`src/rtl/spi_sensor_responder.sv`:
```
// SPI mode-3 slave modelling a gyro/accel sensor register map; SCLK/MOSI/SS are
// oversampled on div_clk and serve single or auto-incrementing reads and writes.
module spi_sensor_responder #(
  parameter logic [7:0]  WHO_AM_I_VAL = 8'hD4,
  parameter int unsigned SYNC_STAGES  = 2
) (
  input  logic        div_clk,
  input  logic        reset,
  input  logic        SCLK,
  input  logic        MOSI,
  input  logic        SS,
  output logic        MISO,
  input  logic        host_wr_en,
  input  logic [2:0]  host_wr_addr,
  input  logic [7:0]  host_wr_data,
  output logic [63:0] ctrl_out,
  output logic        spi_wr_strobe,
  output logic [5:0]  spi_wr_addr,
  output logic        busy
);

  typedef enum logic [1:0] {IDLE, CMD, RD, WR} state_t;

  state_t state, state_next;

  logic [SYNC_STAGES-1:0] sclk_sync, mosi_sync, ss_sync;
  logic       sclk_d;
  logic       sclk_s, mosi_s, ss_s;
  logic       rise, fall, byte_done;
  logic [2:0] bit_cnt;
  logic [6:0] rx;
  logic [7:0] rx_byte;
  logic [7:0] tx;
  logic [5:0] addr, next_addr, rd_addr;
  logic       ms;
  logic [7:0] rd_data;
  logic       miso_q;
  logic [7:0] ctrl_q [0:7];
  logic [7:0] data_q [0:5];

  // Synchronizers reset to idle bus levels so no false select or SCLK edge follows reset.
  always_ff @(posedge div_clk or posedge reset) begin
    if (reset) begin
      sclk_sync <= '1;
      mosi_sync <= '0;
      ss_sync   <= '1;
      sclk_d    <= 1'b1;
    end else begin
      sclk_sync <= {sclk_sync[SYNC_STAGES-2:0], SCLK};
      mosi_sync <= {mosi_sync[SYNC_STAGES-2:0], MOSI};
      ss_sync   <= {ss_sync[SYNC_STAGES-2:0], SS};
      sclk_d    <= sclk_sync[SYNC_STAGES-1];
    end
  end

  assign sclk_s    = sclk_sync[SYNC_STAGES-1];
  assign mosi_s    = mosi_sync[SYNC_STAGES-1];
  assign ss_s      = ss_sync[SYNC_STAGES-1];
  assign rise      = sclk_s & ~sclk_d;
  assign fall      = ~sclk_s & sclk_d;
  assign byte_done = rise && (bit_cnt == 3'd7);
  assign rx_byte   = {rx, mosi_s};
  assign next_addr = ms ? addr + 6'd1 : addr;
  // In CMD the load uses the address still arriving on the wire, not the latched one.
  assign rd_addr   = (state == CMD) ? rx_byte[5:0] : next_addr;

  always_comb begin
    rd_data = '0;
    if (rd_addr == 6'h0F)
      rd_data = WHO_AM_I_VAL;
    else if (rd_addr[5:3] == 3'b100)
      rd_data = ctrl_q[rd_addr[2:0]];
    else if (rd_addr[5:3] == 3'b101 && rd_addr[2:0] < 3'd6)
      rd_data = data_q[rd_addr[2:0]];
  end

  always_comb begin
    state_next = state;
    if (ss_s) begin
      state_next = IDLE;
    end else begin
      case (state)
        IDLE:    state_next = CMD;
        CMD:     if (byte_done) state_next = rx_byte[7] ? RD : WR;
        default: state_next = state;
      endcase
    end
  end

  always_ff @(posedge div_clk or posedge reset) begin
    if (reset) begin
      state         <= IDLE;
      bit_cnt       <= '0;
      rx            <= '0;
      tx            <= '0;
      addr          <= '0;
      ms            <= 1'b0;
      miso_q        <= 1'b0;
      spi_wr_strobe <= 1'b0;
      spi_wr_addr   <= '0;
      for (int unsigned i = 0; i < 8; i++) ctrl_q[i] <= '0;
      for (int unsigned i = 0; i < 6; i++) data_q[i] <= '0;
    end else begin
      state         <= state_next;
      spi_wr_strobe <= 1'b0;
      if (host_wr_en && host_wr_addr < 3'd6)
        data_q[host_wr_addr] <= host_wr_data;

      if (ss_s || state == IDLE) begin
        bit_cnt <= '0;
        miso_q  <= 1'b0;
      end else begin
        if (rise) begin
          rx      <= {rx[5:0], mosi_s};
          bit_cnt <= bit_cnt + 3'd1;
        end
        case (state)
          CMD: begin
            miso_q <= 1'b0;
            if (byte_done) begin
              ms   <= rx_byte[6];
              addr <= rx_byte[5:0];
              if (rx_byte[7]) tx <= rd_data;
            end
          end
          RD: begin
            if (fall) begin
              miso_q <= tx[7];
              tx     <= {tx[6:0], 1'b0};
            end
            if (byte_done) begin
              addr <= next_addr;
              tx   <= rd_data;
            end
          end
          WR: begin
            miso_q <= 1'b0;
            if (byte_done) begin
              if (addr[5:3] == 3'b100) begin
                ctrl_q[addr[2:0]] <= rx_byte;
                spi_wr_strobe     <= 1'b1;
                spi_wr_addr       <= addr;
              end
              addr <= next_addr;
            end
          end
          default: miso_q <= 1'b0;
        endcase
      end
    end
  end

  always_comb begin
    ctrl_out = '0;
    for (int unsigned k = 0; k < 8; k++) ctrl_out[8*k +: 8] = ctrl_q[k];
  end

  assign MISO = miso_q;
  assign busy = ~ss_s;

endmodule

```
`config.mk`:
```
export PLATFORM = sky130hd
export DESIGN_NAME = spi_sensor_responder
export DESIGN_NICKNAME = d
export VERILOG_FILES = /design/src/rtl/spi_sensor_responder.sv
export SDC_FILE = /design/constraint.sdc
export NUM_CORES = 1
export LEC_CHECK = 0
export BUFFER_PORTS_ARGS = -buffer_cell sky130_fd_sc_hd__buf_2
export CAP_MARGIN = 30
export CELL_PAD_IN_SITES_DETAIL_PLACEMENT = 2
export CELL_PAD_IN_SITES_GLOBAL_PLACEMENT = 2
export CORE_MARGIN = 5
export CORE_UTILIZATION = 34
export CTS_BUF_LIST = sky130_fd_sc_hd__clkbuf_4 sky130_fd_sc_hd__clkbuf_8
export DETAILED_ROUTE_END_ITERATION = 7
export GPL_TIMING_DRIVEN = 0
export HOLD_SLACK_MARGIN = 0.03
export PLACE_DENSITY = 0.78
export REMOVE_ABC_BUFFERS = 1
export SYNTH_ARGS = -nofsm -noshare
export SYNTH_HDL_FRONTEND = slang
export SYNTH_SLANG_ARGS = --single-unit
export TNS_END_PERCENT = 30
```
`constraint.sdc`:
```
create_clock -name div_clk -period 8.1 [get_ports div_clk]
set_input_delay 0 -clock div_clk [delete_from_list [all_inputs] [get_ports div_clk]]
set_output_delay 0 -clock div_clk [all_outputs]
set_load 0.05 [all_outputs]
```
## Yosys cells after proc, flatten, opt, wreduce, memory -nomap -nowiden

Index checks and enable logic that the tools add are counted.

| word-level totals | value |
|---|---|
| register bits | 154 |
| input port bits | 17 |
| output and inout bits | 73 |
| logic and storage cells | 115 |

| operators by class | value |
|---|---|
| add/sub/neg operators | 2 |
| magnitude comparators | 7 |
| eq/ne operators | 14 |
| multiplexer cells | 38 |
| bitwise operators | 9 |
| reduce and logical (&&, ||, !) cells | 18 |

Operators with widths:

| kind | count |
|---|---|
| 8-bit 2-to-1 mux | 13 |
| 64-bit bitwise mux | 1 |
| 8-bit binary-select mux with 3-bit select | 2 |
| 48-bit bitwise mux | 1 |
| 8-bit demux with 3-bit select | 2 |
| 6-bit 2-to-1 mux | 4 |
| 8-bit case mux with 2 select lines | 1 |
| 3-bit equality test (second input constant) | 4 |
| 4-bit greater-or-equal comparator (second input constant) | 3 |
| 3-bit NOT with 4-bit output | 3 |
| 6-bit case mux with 2 select lines | 1 |
| 3-bit inequality test (second input constant) | 3 |
| 4-bit by 1-bit less-than comparator with 1-bit output (second input constant) | 2 |
| 1-bit 2-to-1 mux | 8 |
| 4-bit AND reduction | 2 |
| 6-bit by 1-bit adder with 6-bit output (second input constant) | 1 |
| 6-bit by 4-bit equality test with 1-bit output (second input constant) | 1 |
| 3-bit less-than comparator (second input constant) | 2 |
| 3-bit 2-to-1 mux | 2 |
| 2-bit nonzero test | 3 |
| 1-bit logical AND | 5 |
| 5-bit AND reduction | 1 |
| 2-bit equality test (second input constant) | 2 |
| 2-bit 2-to-1 mux | 2 |
| 13 further kinds | 19 |

## Depth between registers and ports, before layout

Gate-level depths: netlist of the first run.

| depth | value |
|---|---|
| word-level depth | 13 |
| mapped depth | 10 |

## Worst setup path after synthesis of the first run

No wires, ideal clock.

| path | value |
|---|---|
| path type | register to register |
| start point | reg state[0] |
| end point | reg tx[6] |
| arrival time | 2.187 ns |
| required time | 7.976 ns |
| path slack | 5.789 ns |
| stages on the path, launching flop included | 8 |
| period minus slack after synthesis | 2.311 ns |
| path through | dfrtp_1 buf_4 nor2b_1 buf_2 o21ai_4 mux4_2 a311o_1 o31a_1 |

| on the way | value |
|---|---|
| word-level cells in the longest chain between the ends | 12 |
| elaborated cells between the ends (all ways) | 30 |
| classes of those cells | order compare (1); eq/ne (8); mux (14); bitwise (2); reduce/logical (5) |

Ends and longest elaborated chain:

| what | RTL line | RTL |
|---|---|---|
| start, declared | 24 | `state_t state, state_next;` |
| start signal, assigned | 104 | `state <= state_next;` |
| 2-bit by 1-bit equality test with 1-bit output | 65, 117 |  |
| 6-bit 2-to-1 mux | 65 | `assign rd_addr = (state == CMD) ? rx_byte[5:0] : next_addr;` |
| 3-bit NOT with 4-bit output (not written as such) | 72, 74 |  |
| 8-bit binary-select mux with 3-bit select | 74 | `rd_data = data_q[rd_addr[2:0]];` |
| 8-bit 2-to-1 mux (not written as such) (2 in a row) | 74 |  |
| 8-bit 2-to-1 mux | 73 | `else if (rd_addr[5:3] == 3'b101 && rd_addr[2:0] < 3'd6)` |
| 8-bit 2-to-1 mux | 71 | `else if (rd_addr[5:3] == 3'b100)` |
| 8-bit 2-to-1 mux | 69 | `if (rd_addr == 6'h0F)` |
| 8-bit 2-to-1 mux | 123 | `if (rx_byte[7]) tx <= rd_data;` |
| 8-bit 2-to-1 mux | 120 | `if (byte_done) begin` |
| 8-bit case mux with 2 select lines | 117 | `case (state)` |
| end signal, assigned | 123 |  |
| end signal, assigned | 129 | `tx <= {tx[6:0], 1'b0};` |
| end signal, assigned | 133 | `tx <= rd_data;` |
| end, declared | 33 | `logic [7:0] tx;` |

Several ways; a longest one is shown, not always the timed one. The select of a mux whose other input is x is not followed.
A chain may end at the register's enable or synchronous reset.

## Worst setup path after layout of the first run

| path | value |
|---|---|
| start point | reg state[1] |
| end point | reg tx[1] |

The elaborated chain is that of the path after synthesis.

==> summary.txt, run 1 <==
Status -> finished clean
Pwr/cell area -> 206 mW/mm^2
Leak pwr -> 0.00414 uW
Sequential cell area -> 0.00386 sq mm
Remaining DRCs -> 0
Rows -> 54
Core area -> 0.0220 sq mm
Worst Setup Path Type -> reg2reg
Ys async rst share -> 100%
Layout cells sized above 1 -> 40.4%
Fin crit share -> 43.0%
Initial DRC count -> 325
Global route total overflow -> 0
CP max-delay cell -> nor2b_2
Clk_skew -> 0.0154 ns
DRT antenna net count -> 0
Distinct cell type count after synthesis -> 74
CTS Buf Count -> 17
Final count of pins violating max slew -> 0
Routed vias -> 5645
Root Buffer -> clkbuf_8
Drt via density -> 5.58
H-tree levels -> 4
Routed wire length -> 24400 microns
WP data arrival -> 3.82 ns
Fmax -> 287 MHz
Initial antenna violation count -> 0
Area of the multi-input gates -> 0.00358 sq mm
Commonest non-fill, non-tap cell in the layout -> dfrtp_1
CP required -> 8.44 ns
Final setup fails -> 0
Maximum fanout along the worst path -> 26
CP Capture Type -> flop
Buffers on Ports -> 89
Post-synth EDFFs -> 0
First-pass GRT wire length -> 38800 microns
Gpl congestion -> 0.830
DRT Pass-1 Iters -> 5
Sequential share of the synthesized area -> 50.5%
Largest net degree at the start of global routing -> 87
TNS Setup -> 0 ns
Worst-skew pair later-pin latency -> 0.48 ns
Slew at the pin closest to its max-slew limit -> 1.01 ns
Non-Filler Instances -> 1012
Max clock buf depth -> 2
Slowest cell delay on critical path -> 0.93 ns
DIE WIDTH -> 160 microns
RSZ-0062 raised after global routing -> false
Min-Delay Path Class -> in2reg
Gr usage total -> 19.2%
Worst setup SP type -> flop
Worst R2R Setup Slack -> 4.62 ns
Drt wl/cell -> 24.1 microns
Top Ports -> 90
Mean area per synthesized cell -> 12.1 sq um
Yosys Warn Count -> 0
Vias in the first global route -> 6535
CTS sink count -> 154
Post-CTS sizing -> 0
Register bit total from synthesis -> 154
CTS tree -> yes
Most frequent cells in the layout -> dfrtp_1, mux2_2, buf_2
Syn Inst Count -> 632
Relative slew margins -> 32.9%
Peak VDD IR -> 109 uV
Syn-to-layout area delta -> 16.6%
Ant diodes -> 0
CP Cell Sequence -> nor2b_2, o21ai_4, nor2_1, nand3_1, o21ai_0, o31ai_1
Die Area -> 0.0256 sq mm
Starting Density -> 34.8%
Cell Area, Synth -> 0.00764 sq mm
Synth Flop Type -> dfrtp_1
Placed insts -> 967
Hold Violations, Final -> 0
Detailed Place HPWL -> 16900 microns
MaxCap Viol Count -> 0
Clock slew seen by the registers of the worst setup and hold paths -> 0.09 ns
Die height -> 160 microns
Period minus WS final -> 3.48 ns
Nets -> 739
Fillers -> 2205
-- state kept, by name (all words and copies together) (netlist names), 3 cells and up --
register and flops:
tx 8, ctrl_out 64, bit_cnt 3, spi_wr_addr 6
addr 6, data_q 48, rx 7
-- through the flow --
step / setup slack (ns) / total power, uW / util, % / hold slack (ns) / cell area [sq um]
final: 4.62 / 1830 / 40.6 / 0.0713 / 8910
after detailed placement: 4.30 / 1230 / 38.1 / 0.109 / 8380
after floorplan: 3.96 / 1100 / - / 0.00448 / 7450
after global placement: 2.34 / 1190 / 37.5 / 0.107 / 8240
after CTS: 4.28 / 1850 / 40.5 / 0.0518 / 8890
after global routing: 4.43 / 1910 / 40.6 / 0.0756 / 8910
-- report_power, final --
group	total [uW]	internal, uW	leakage, uW	switching [uW]
Sequential	934	842	0.00202	92.0
Combinational	296	136	0.00192	160
Clock	604	279	0.000199	325
-- repair_timing --
action                     4_1_cts  5_1_grt
buffers inserted                 0        0
hold buffers                    12        0
hold endpoints to repair       119        0
setup endpoints to repair        0        0
-- per-layer routing --
metal	up-vias	wire (microns)	global-route usage (%)
met5	-	0	0
met4	0	459	5.59
met3	33	756	3.14
met2	116	12300	33.6
met1	2987	10800	24.4
li1	2509	-	-
-- synth_stat cells, types with 4 or more instances --
cell      number  area share [%]
a21o_1         4            0.39
a21oi_1       29             1.9
a221oi_1       5            0.57
a22oi_1       12             1.2
a31oi_1        8            0.65
a32oi_1        6            0.69
buf_2         14            0.92
buf_4          5            0.49
clkbuf_1      21             1.0
dfrtp_1      149              49
dfstp_2        5             1.7
inv_1          9            0.44
mux2_2       127              19
mux2i_1       24             3.1
mux4_2         4             1.2
nand2_1       43             2.1
nand2b_1       8            0.65
nand3_1        4            0.26
nand3b_1       6            0.59
nor2_1        26             1.3
nor2b_1        5            0.41
nor3_1         9            0.59
nor3b_1        6            0.59
o211ai_1      15             1.5
o21ai_0       11            0.72
o31ai_1        6            0.59
-- layout make-up --
type / count / area share, %
Sequential cell: 154 / 43.3
Multi-Input combinational cell: 426 / 40.2
Timing Repair Buffer: 110 / 7.64
Tap cell: 280 / 3.93
Clock buffer: 17 / 2.63
Clock inverter: 15 / 1.83
Inverter: 10 / 0.478
-- logic make-up after synthesis --
group	count (synthesis)	share of synthesized area [%]
XOR/XNOR	6	0.786
AO/OA/AOI/OAI	132	12.7
AND/OR/NAND/NOR	130	9.45
multiplexers	155	23.0
buffers and inverters	52	3.03
flip-flops	154	50.5
adder cells (fa/ha/maj)	3	0.491
-- critical path: cells and delay by family (launching register included) --
family	cells	cell delay (ns)
AO/OA/AOI/OAI	3	0.93
flip-flops	1	0.72
AND/OR/NAND/NOR	3	1.68
-- worst paths after layout --
path / startpoint / endpoint / cells past startpoint
max: state[1]$_DFFE_PP0P_ / tx[1]$_DFFE_PP0P_ / 6
min: host_wr_addr[2] / data_q[26]$_DFFE_PP0P_ / 3
max reg2reg: state[1]$_DFFE_PP0P_ / tx[1]$_DFFE_PP0P_ / 6
min reg2reg: sclk_sync[0]$_DFF_PP1_ / sclk_sync[1]$_DFF_PP1_ / 0
max in group asynchronous: reset / sclk_sync[0]$_DFF_PP1_ / 4
min in group asynchronous: reset / ctrl_out[26]$_DFFE_PP0P_ / 3
Power figures use the tool's default switching activity.
==> run 2: changes to the inputs <==
--- a/config.mk
+++ b/config.mk
@@ -5,17 +5,18 @@
 export SDC_FILE = /design/constraint.sdc
 export NUM_CORES = 1
 export LEC_CHECK = 0
+export ABC_AREA = 1
 export BUFFER_PORTS_ARGS = -buffer_cell sky130_fd_sc_hd__buf_2
 export CAP_MARGIN = 30
 export CELL_PAD_IN_SITES_DETAIL_PLACEMENT = 2
 export CELL_PAD_IN_SITES_GLOBAL_PLACEMENT = 2
 export CORE_MARGIN = 5
-export CORE_UTILIZATION = 34
+export CORE_UTILIZATION = 32
 export CTS_BUF_LIST = sky130_fd_sc_hd__clkbuf_4 sky130_fd_sc_hd__clkbuf_8
 export DETAILED_ROUTE_END_ITERATION = 7
 export GPL_TIMING_DRIVEN = 0
 export HOLD_SLACK_MARGIN = 0.03
-export PLACE_DENSITY = 0.78
+export PLACE_DENSITY = 0.85
 export REMOVE_ABC_BUFFERS = 1
 export SYNTH_ARGS = -nofsm -noshare
 export SYNTH_HDL_FRONTEND = slang
==> constraint.sdc (replaced) <==
create_clock -name div_clk -period 3 [get_ports div_clk]
set_input_delay 0 -clock div_clk [delete_from_list [all_inputs] [get_ports div_clk]]
set_output_delay 0 -clock div_clk [all_outputs]
set_load 0.05 [all_outputs]
==> run 2 against run 1 <==
Effect of this change: area after synthesis shrank 2.0%; clock power grew to 2.9 times the previous value; fmax grew 27%; first-iteration DRC count shrank 4.3%; hold slack lost 0.015 ns; largest cell class unchanged; highest routed layer unchanged.
==> summary.txt, run 2 <==
Status -> finished clean (unchanged)
Detailed Place HPWL -> 17100 microns (was 16900 microns)
Register bit total from synthesis -> 154 (unchanged)
Drt via density -> 5.09 (was 5.58)
Routed vias -> 6774 (was 5645)
Maximum fanout along the worst path -> 39 (was 26)
WP data arrival -> 3.14 ns (was 3.82 ns)
Fin crit share -> 91.4% (was 43.0%)
Tot Pwr -> 4710 uW (was 1830 uW)
Initial antenna violation count -> 0 (unchanged)
First-pass GRT wire length -> 40900 microns (was 38800 microns)
Dominant cells by area after synthesis -> dfrtp_1, nand2_1, o21ai_0 (was dfrtp_1, mux2_2, mux2i_1)
Core area -> 0.0233 sq mm (was 0.0220 sq mm)
Mean area per synthesized cell -> 8.19 sq um (was 12.1 sq um)
Top Ports -> 90 (unchanged)
Met3 Resource Use GR -> 3.37% (was 3.14%)
Remaining DRCs -> 0 (unchanged)
Ant diodes -> 0 (unchanged)
Most frequent cells in the layout -> nand2_1, dfrtp_1, o21ai_0 (was dfrtp_1, mux2_2, buf_2)
Min-Delay Path Class -> in2async (was in2reg)
Rows -> 56 (was 54)
Die Area -> 0.0266 sq mm (was 0.0256 sq mm)
Period minus WS final -> 2.74 ns (was 3.48 ns)
Final setup fails -> 0 (unchanged)
Layout cells sized above 1 -> 17.8% (was 40.4%)
Synth Flop Type -> dfrtp_1 (unchanged)
Gpl congestion -> 0.747 (was 0.830)
CP Capture Type -> flop (unchanged)
Routed wire length -> 25400 microns (was 24400 microns)
Pre-CTS WS -> -0.601 ns (was 4.30 ns)
Root Buffer -> clkbuf_8 (unchanged)
RSZ-0062 raised after global routing -> false (unchanged)
Worst setup SP type -> flop (unchanged)
Max reg flops -> 64 (unchanged)
Yosys Warn Count -> 0 (unchanged)
Drt wl/cell -> 19.1 microns (was 24.1 microns)
Cell Area, Synth -> 0.00749 sq mm (was 0.00764 sq mm)
Largest net degree at the start of global routing -> 122 (was 87)
Vias in the first global route -> 7403 (was 6535)
Starting Density -> 32.2% (was 34.8%)
Syn Inst Count -> 914 (was 632)
Post-route worst setup slack -> 0.258 ns (was 4.62 ns)
DRT Pass-1 Iters -> 4 (was 5)
M1 GR Usage -> 24.9% (was 24.4%)
Die height -> 163 microns (was 160 microns)
M2 GR Usage -> 34.7% (was 33.6%)
Reg-to-Reg Start -> addr[1]$_DFFE_PP0P_ (was state[1]$_DFFE_PP0P_)
CTS sink count -> 154 (unchanged)
Fillers -> 2703 (was 2205)
Syn-to-layout area delta -> 17.0% (was 16.6%)
Relative slew margins -> 55.9% (was 32.9%)
Initial DRC count -> 311 (was 325)
CTS tree -> yes (unchanged)
H-tree levels -> 4 (unchanged)
Slew at the pin closest to its max-slew limit -> 0.661 ns (was 1.01 ns)
Final count of pins violating max slew -> 0 (unchanged)
DIE WIDTH -> 163 microns (was 160 microns)
Critical Path Source -> addr[1]$_DFFE_PP0P_ (was state[1]$_DFFE_PP0P_)
Post-synth EDFFs -> 0 (unchanged)
Share of the synthesized area in the top cell type -> 49.8% (was 48.8%)
Fmax -> 365 MHz (was 287 MHz)
Global route total overflow -> 0 (unchanged)
Distinct cell type count after synthesis -> 37 (was 74)
Peak VDD IR -> 262 uV (was 109 uV)
Ys async rst share -> 100% (unchanged)
Clk_skew -> 0.0203 ns (was 0.0154 ns)
CP required -> 3.40 ns (was 8.44 ns)
Count leader, synth -> nand2_1 (was dfrtp_1)
Max clock buf depth -> 2 (unchanged)
DRT antenna net count -> 0 (unchanged)
Hold Violations, Final -> 0 (unchanged)
Grt peak-use layer -> met2 (unchanged)
Leak pwr -> 0.00432 uW (was 0.00414 uW)
Clock slew seen by the registers of the worst setup and hold paths -> 0.10 ns (was 0.09 ns)
Worst-skew pair later-pin latency -> 0.48 ns (about the same)
MaxCap Viol Count -> 0 (unchanged)
Largest area contributor in the netlist -> dfrtp_1 (unchanged)
Sequential share of the synthesized area -> 51.5% (was 50.5%)
Most frequent cells after synthesis -> nand2_1, dfrtp_1, o21ai_0 (was dfrtp_1, mux2_2, nand2_1)
Gr usage total -> 19.5% (was 19.2%)
Buffers on Ports -> 89 (unchanged)
Nets -> 1020 (was 739)
CTS Buf Count -> 17 (unchanged)
Worst Setup Path Type -> reg2reg (unchanged)
Commonest non-fill, non-tap cell in the layout -> nand2_1 (was dfrtp_1)
Pwr/cell area -> 538 mW/mm^2 (was 206 mW/mm^2)
-- run 2: changes by cell type in the layout (fill, tap and decap cells not counted), moves of 12 or more --
| cell | change |
|---|---|
| nand2_1 | +230 |
| mux2_2 | -127 |
| o21ai_0 | +102 |
| nand3_1 | +91 |
| inv_1 | +81 |
| o21ai_1 | +31 |
| mux2i_1 | -24 |
| nand2_2 | +14 |
| a21oi_1 | -13 |
| a22oi_1 | -12 |
-- run 2: layout make-up --
type | count | area, sq um | area share (%)
clock buffer | 18 | 248 | 2.83
sequential | 154 | 3860 | 44.1
timing repair buffer | 105 | 636 | 7.25
inverter | 97 | 383 | 4.37
tap | 319 | 399 | 4.56
multi-input combinational | 625 | 3050 | 34.8
clock inverter | 14 | 184 | 2.10
-- run 2: through the flow --
step | util, % | instance area, sq um | std cells | hold slack [ns] | TNS (ns)
floorplan | - | 7260 | 876 | 0.00448 | -170.11
global placement | 34.8 | 8100 | 1284 | 0.108 | -477.79
detailed placement | 35.1 | 8170 | 1286 | -0.0115 | -4.12
CTS | 37.6 | 8740 | 1330 | 0.0386 | 0
global route | 37.7 | 8760 | 1332 | 0.0888 | 0
finish | 37.7 | 8760 | 1332 | 0.0558 | 0
-- run 2: power by group --
part,leakage [uW],switching (uW),internal (uW),total [uW]
combinational,0.00205,442,189,631
sequential,0.00206,88.9,2220,2310
clock,0.000211,909,866,1770
-- run 2: path summary, 6_finish.rpt --
check	to	slack, ns	depth (start not counted)
max	tx[3]$_DFFE_PP0P_	0.26	12
min	ctrl_out[10]$_DFFE_PP0P_	0.06	3
max reg2reg	tx[3]$_DFFE_PP0P_	0.26	12
min reg2reg	sclk_d$_DFF_PP1_	0.35	0
max in group asynchronous	spi_wr_addr[1]$_DFFE_PP0P_	2.03	4
min in group div_clk	mosi_sync[0]$_DFF_PP0_	0.15	2
-- run 2: layer usage --
layer | up-vias | wire length [microns]
met2 | 123 | 12800
met5 | - | 0
met3 | 32 | 937
li1 | 3135 | -
met4 | 0 | 476
met1 | 3484 | 11200
-- run 2: logic make-up (layout without fill, tap and decap cells) --
family | count (synthesis) | in the layout | synth area share [%]
adder cells (fa/ha/maj) | 3 | 3 | 0.501
buffers and inverters | 135 | 234 | 8.07
flip-flops | 154 | 154 | 51.5
AND/OR/NAND/NOR | 433 | 433 | 26.2
AO/OA/AOI/OAI | 189 | 189 | 13.7
-- run 2: critical path: stages (launching register included) --
cell and delay (ns):
dfrtp_1 0.62, ha_1 0.34, inv_1 0.07, nand2_1 0.05, nand3_1 0.15, nand2_4 0.29
nand2_1 0.22, nand3_1 0.15, nor2_4 0.26, nand3_1 0.16, nand2_1 0.10, nand2_1 0.08
a21oi_2 0.14
-- run 2: timing repair --
item                                   4_1_cts  5_1_grt
resized for setup                            4        3
setup buffers                                0        2
endpoints found under the hold margin      200        0
hold buffers                                12        0
setup endpoints to repair                    8        8
==> run 3: changes to the inputs <==
--- a/config.mk
+++ b/config.mk
@@ -18,6 +18,7 @@
 export HOLD_SLACK_MARGIN = 0.03
 export PLACE_DENSITY = 0.85
 export REMOVE_ABC_BUFFERS = 1
+export SETUP_SLACK_MARGIN = 0.5
 export SYNTH_ARGS = -nofsm -noshare
 export SYNTH_HDL_FRONTEND = slang
 export SYNTH_SLANG_ARGS = --single-unit
==> run 3 against run 2 <==
Effect of this change: first-iteration DRC count is 0.32% lower; via count up 2.1%; utilization up 0.71 points; sequential power hardly changed; critical endpoint is now tx[7]$_DFFE_PP0P_; largest power group unchanged; non-clock buffer count rose by 7; highest routed layer unchanged.
==> summary.txt, run 3 (same netlist as run 2, synthesis figures left out) <==
Status -> finished clean (unchanged)
Top Ports -> 90 (unchanged)
Slowest cell delay on critical path -> 0.53 ns (was 0.62 ns)
Final core occ -> 38.4% (was 37.7%)
H-tree levels -> 4 (unchanged)
Starting Density -> 32.2% (unchanged)
Placed insts -> 1286 (unchanged)
Drt wl/cell -> 20.1 microns (was 19.1 microns)
Final count of pins violating max slew -> 0 (unchanged)
CTS sink count -> 154 (unchanged)
Die Area -> 0.0266 sq mm (unchanged)
Rows -> 56 (unchanged)
Initial antenna violation count -> 0 (unchanged)
Non-Filler Instances -> 1341 (was 1332)
RSZ-0062 raised after global routing -> true (was false)
Routed vias -> 6914 (was 6774)
DRT antenna net count -> 0 (unchanged)
Layout cells sized above 1 -> 19.1% (was 17.8%)
Gr usage total -> 19.7% (was 19.5%)
Routed wire length -> 26900 microns (was 25400 microns)
Post-route worst setup slack -> 0.563 ns (was 0.258 ns)
Remaining DRCs -> 0 (unchanged)
CTS tree -> yes (unchanged)
Peak VDD IR -> 262 uV (about the same)
CP max-delay cell -> dfrtp_2 (was dfrtp_1)
Maximum fanout along the worst path -> 26 (was 39)
Nets -> 1029 (was 1020)
Min-Delay Path Class -> in2async (unchanged)
Hold_ws -> 0.0673 ns (was 0.0558 ns)
CP Cell Sequence -> inv_2, nand2_4, nand3_4, nand2_8, nand2_1, o211ai_1, nand3_1, nand3_1, nand3_1, nand2_1, nand2_1 (was ha_1, inv_1, nand2_1, nand3_1, nand2_4, nand2_1, nand3_1, nor2_4, nand3_1, nand2_1, nand2_1, a21oi_2)
MaxCap Viol Count -> 0 (unchanged)
Largest net degree at the start of global routing -> 122 (unchanged)
Fin crit share -> 81.2% (was 91.4%)
Worst Setup Path Type -> reg2reg (unchanged)
Max reg flops -> 64 (unchanged)
Pre-CTS WS -> -0.601 ns (unchanged)
Reg-to-Reg Start -> state[1]$_DFFE_PP0P_ (was addr[1]$_DFFE_PP0P_)
Relative slew margins -> 56.5% (was 55.9%)
Syn-to-layout area delta -> 19.2% (was 17.0%)
DIE WIDTH -> 163 microns (unchanged)
Drt via density -> 5.16 (was 5.09)
WP data arrival -> 2.80 ns (was 3.14 ns)
Global route total overflow -> 0 (unchanged)
Buffers on Ports -> 89 (unchanged)
Period minus WS final -> 2.44 ns (was 2.74 ns)
Fmax -> 410 MHz (was 365 MHz)
Max clock buf depth -> 2 (unchanged)
Worst-skew pair later-pin latency -> 0.48 ns (about the same)
CTS Buf Count -> 17 (unchanged)
Ant diodes -> 0 (unchanged)
Most frequent cells in the layout -> nand2_1, dfrtp_1, o21ai_0 (unchanged)
Root Buffer -> clkbuf_8 (unchanged)
Die height -> 163 microns (unchanged)
Commonest non-fill, non-tap cell in the layout -> nand2_1 (unchanged)
Fillers -> 2678 (was 2703)
CP Capture Type -> flop (unchanged)
Clock slew seen by the registers of the worst setup and hold paths -> 0.10 ns (about the same)
Hold Violations, Final -> 0 (unchanged)
DRT Pass-1 Iters -> 4 (unchanged)
Pwr/cell area -> 533 mW/mm^2 (was 538 mW/mm^2)
Initial DRC count -> 310 (was 311)
Detailed Place HPWL -> 17100 microns (unchanged)
Worst setup SP type -> flop (unchanged)
CP required -> 3.36 ns (was 3.40 ns)
Slew at the pin closest to its max-slew limit -> 0.653 ns (was 0.661 ns)
Final setup fails -> 0 (unchanged)
Core area -> 0.0233 sq mm (unchanged)
Critical Path Source -> state[1]$_DFFE_PP0P_ (was addr[1]$_DFFE_PP0P_)
First-pass GRT wire length -> 41300 microns (was 40900 microns)
Vias in the first global route -> 7495 (was 7403)
Gpl congestion -> 0.747 (unchanged)
Leak pwr -> 0.00441 uW (was 0.00432 uW)
Clk_skew -> 0.0200 ns (was 0.0203 ns)
run 3: cell type report:
class / count / area [sq um] / area share [%]
Multi-Input combinational cell: 627 / 3150 / 35.3
Inverter: 97 / 383 / 4.29
Clock inverter: 14 / 184 / 2.06
Timing Repair Buffer: 112 / 701 / 7.85
Sequential cell: 154 / 3860 / 43.3
Tap cell: 319 / 399 / 4.47
Clock buffer: 18 / 248 / 2.78
run 3: timing repair:
| item | 4_1_cts | 5_1_grt |
|---|---|---|
| pin swaps | 3 | 4 |
| hold buffers | 12 | 0 |
| resized for setup | 13 | 10 |
| endpoints found under the hold margin | 200 | 0 |
| gates cloned | 0 | 2 |
| setup buffers | 5 | 4 |
| endpoints found under the setup margin | 72 | 34 |
run 3: per-layer routing:
metal | vias to the layer above | part of all wire, % | GRT usage (%)
met5 | - | 0 | 0
li1 | 3160 | - | -
met3 | 30 | 3.5 | 3.82
met1 | 3595 | 44 | 24.7
met4 | 0 | 1.7 | 5.07
met2 | 129 | 51 | 34.9
run 3: through the flow:
stage | setup TNS, ns | area, sq um | power, uW
detailed placement | -4.12 | 8170 | 2950
finish | 0 | 8930 | 4760
CTS | 0 | 8820 | 4750
global route | 0 | 8930 | 4960
floorplan | -170.11 | 7260 | 2710
global placement | -477.79 | 8100 | 2900
run 3: worst paths after layout:
check                                      endpoint  slack, ns  cells past startpoint
max in group asynchronous      state[1]$_DFFE_PP0P_       1.99                      4
max reg2reg                       tx[7]$_DFFE_PP0P_       0.56                     11
min reg2reg                        sclk_d$_DFF_PP1_       0.35                      0
min in group div_clk         mosi_sync[0]$_DFF_PP0_       0.16                      2
min                        ctrl_out[10]$_DFFE_PP0P_       0.07                      3
max                               tx[7]$_DFFE_PP0P_       0.56                     11
run 3: worst max-delay path, delay by kind of cell (launching register included):
| family | cells | cell delay, ns |
|---|---|---|
| buf+inv | 1 | 0.17 |
| compound gates | 1 | 0.11 |
| simple gates | 9 | 1.49 |
| flops | 1 | 0.53 |
run 3: where the power goes:
part,switching (uW),leakage [uW],internal [uW]
Combinational,469,0.00215,198
Clock,914,0.000211,866
Sequential,93.4,0.00205,2220
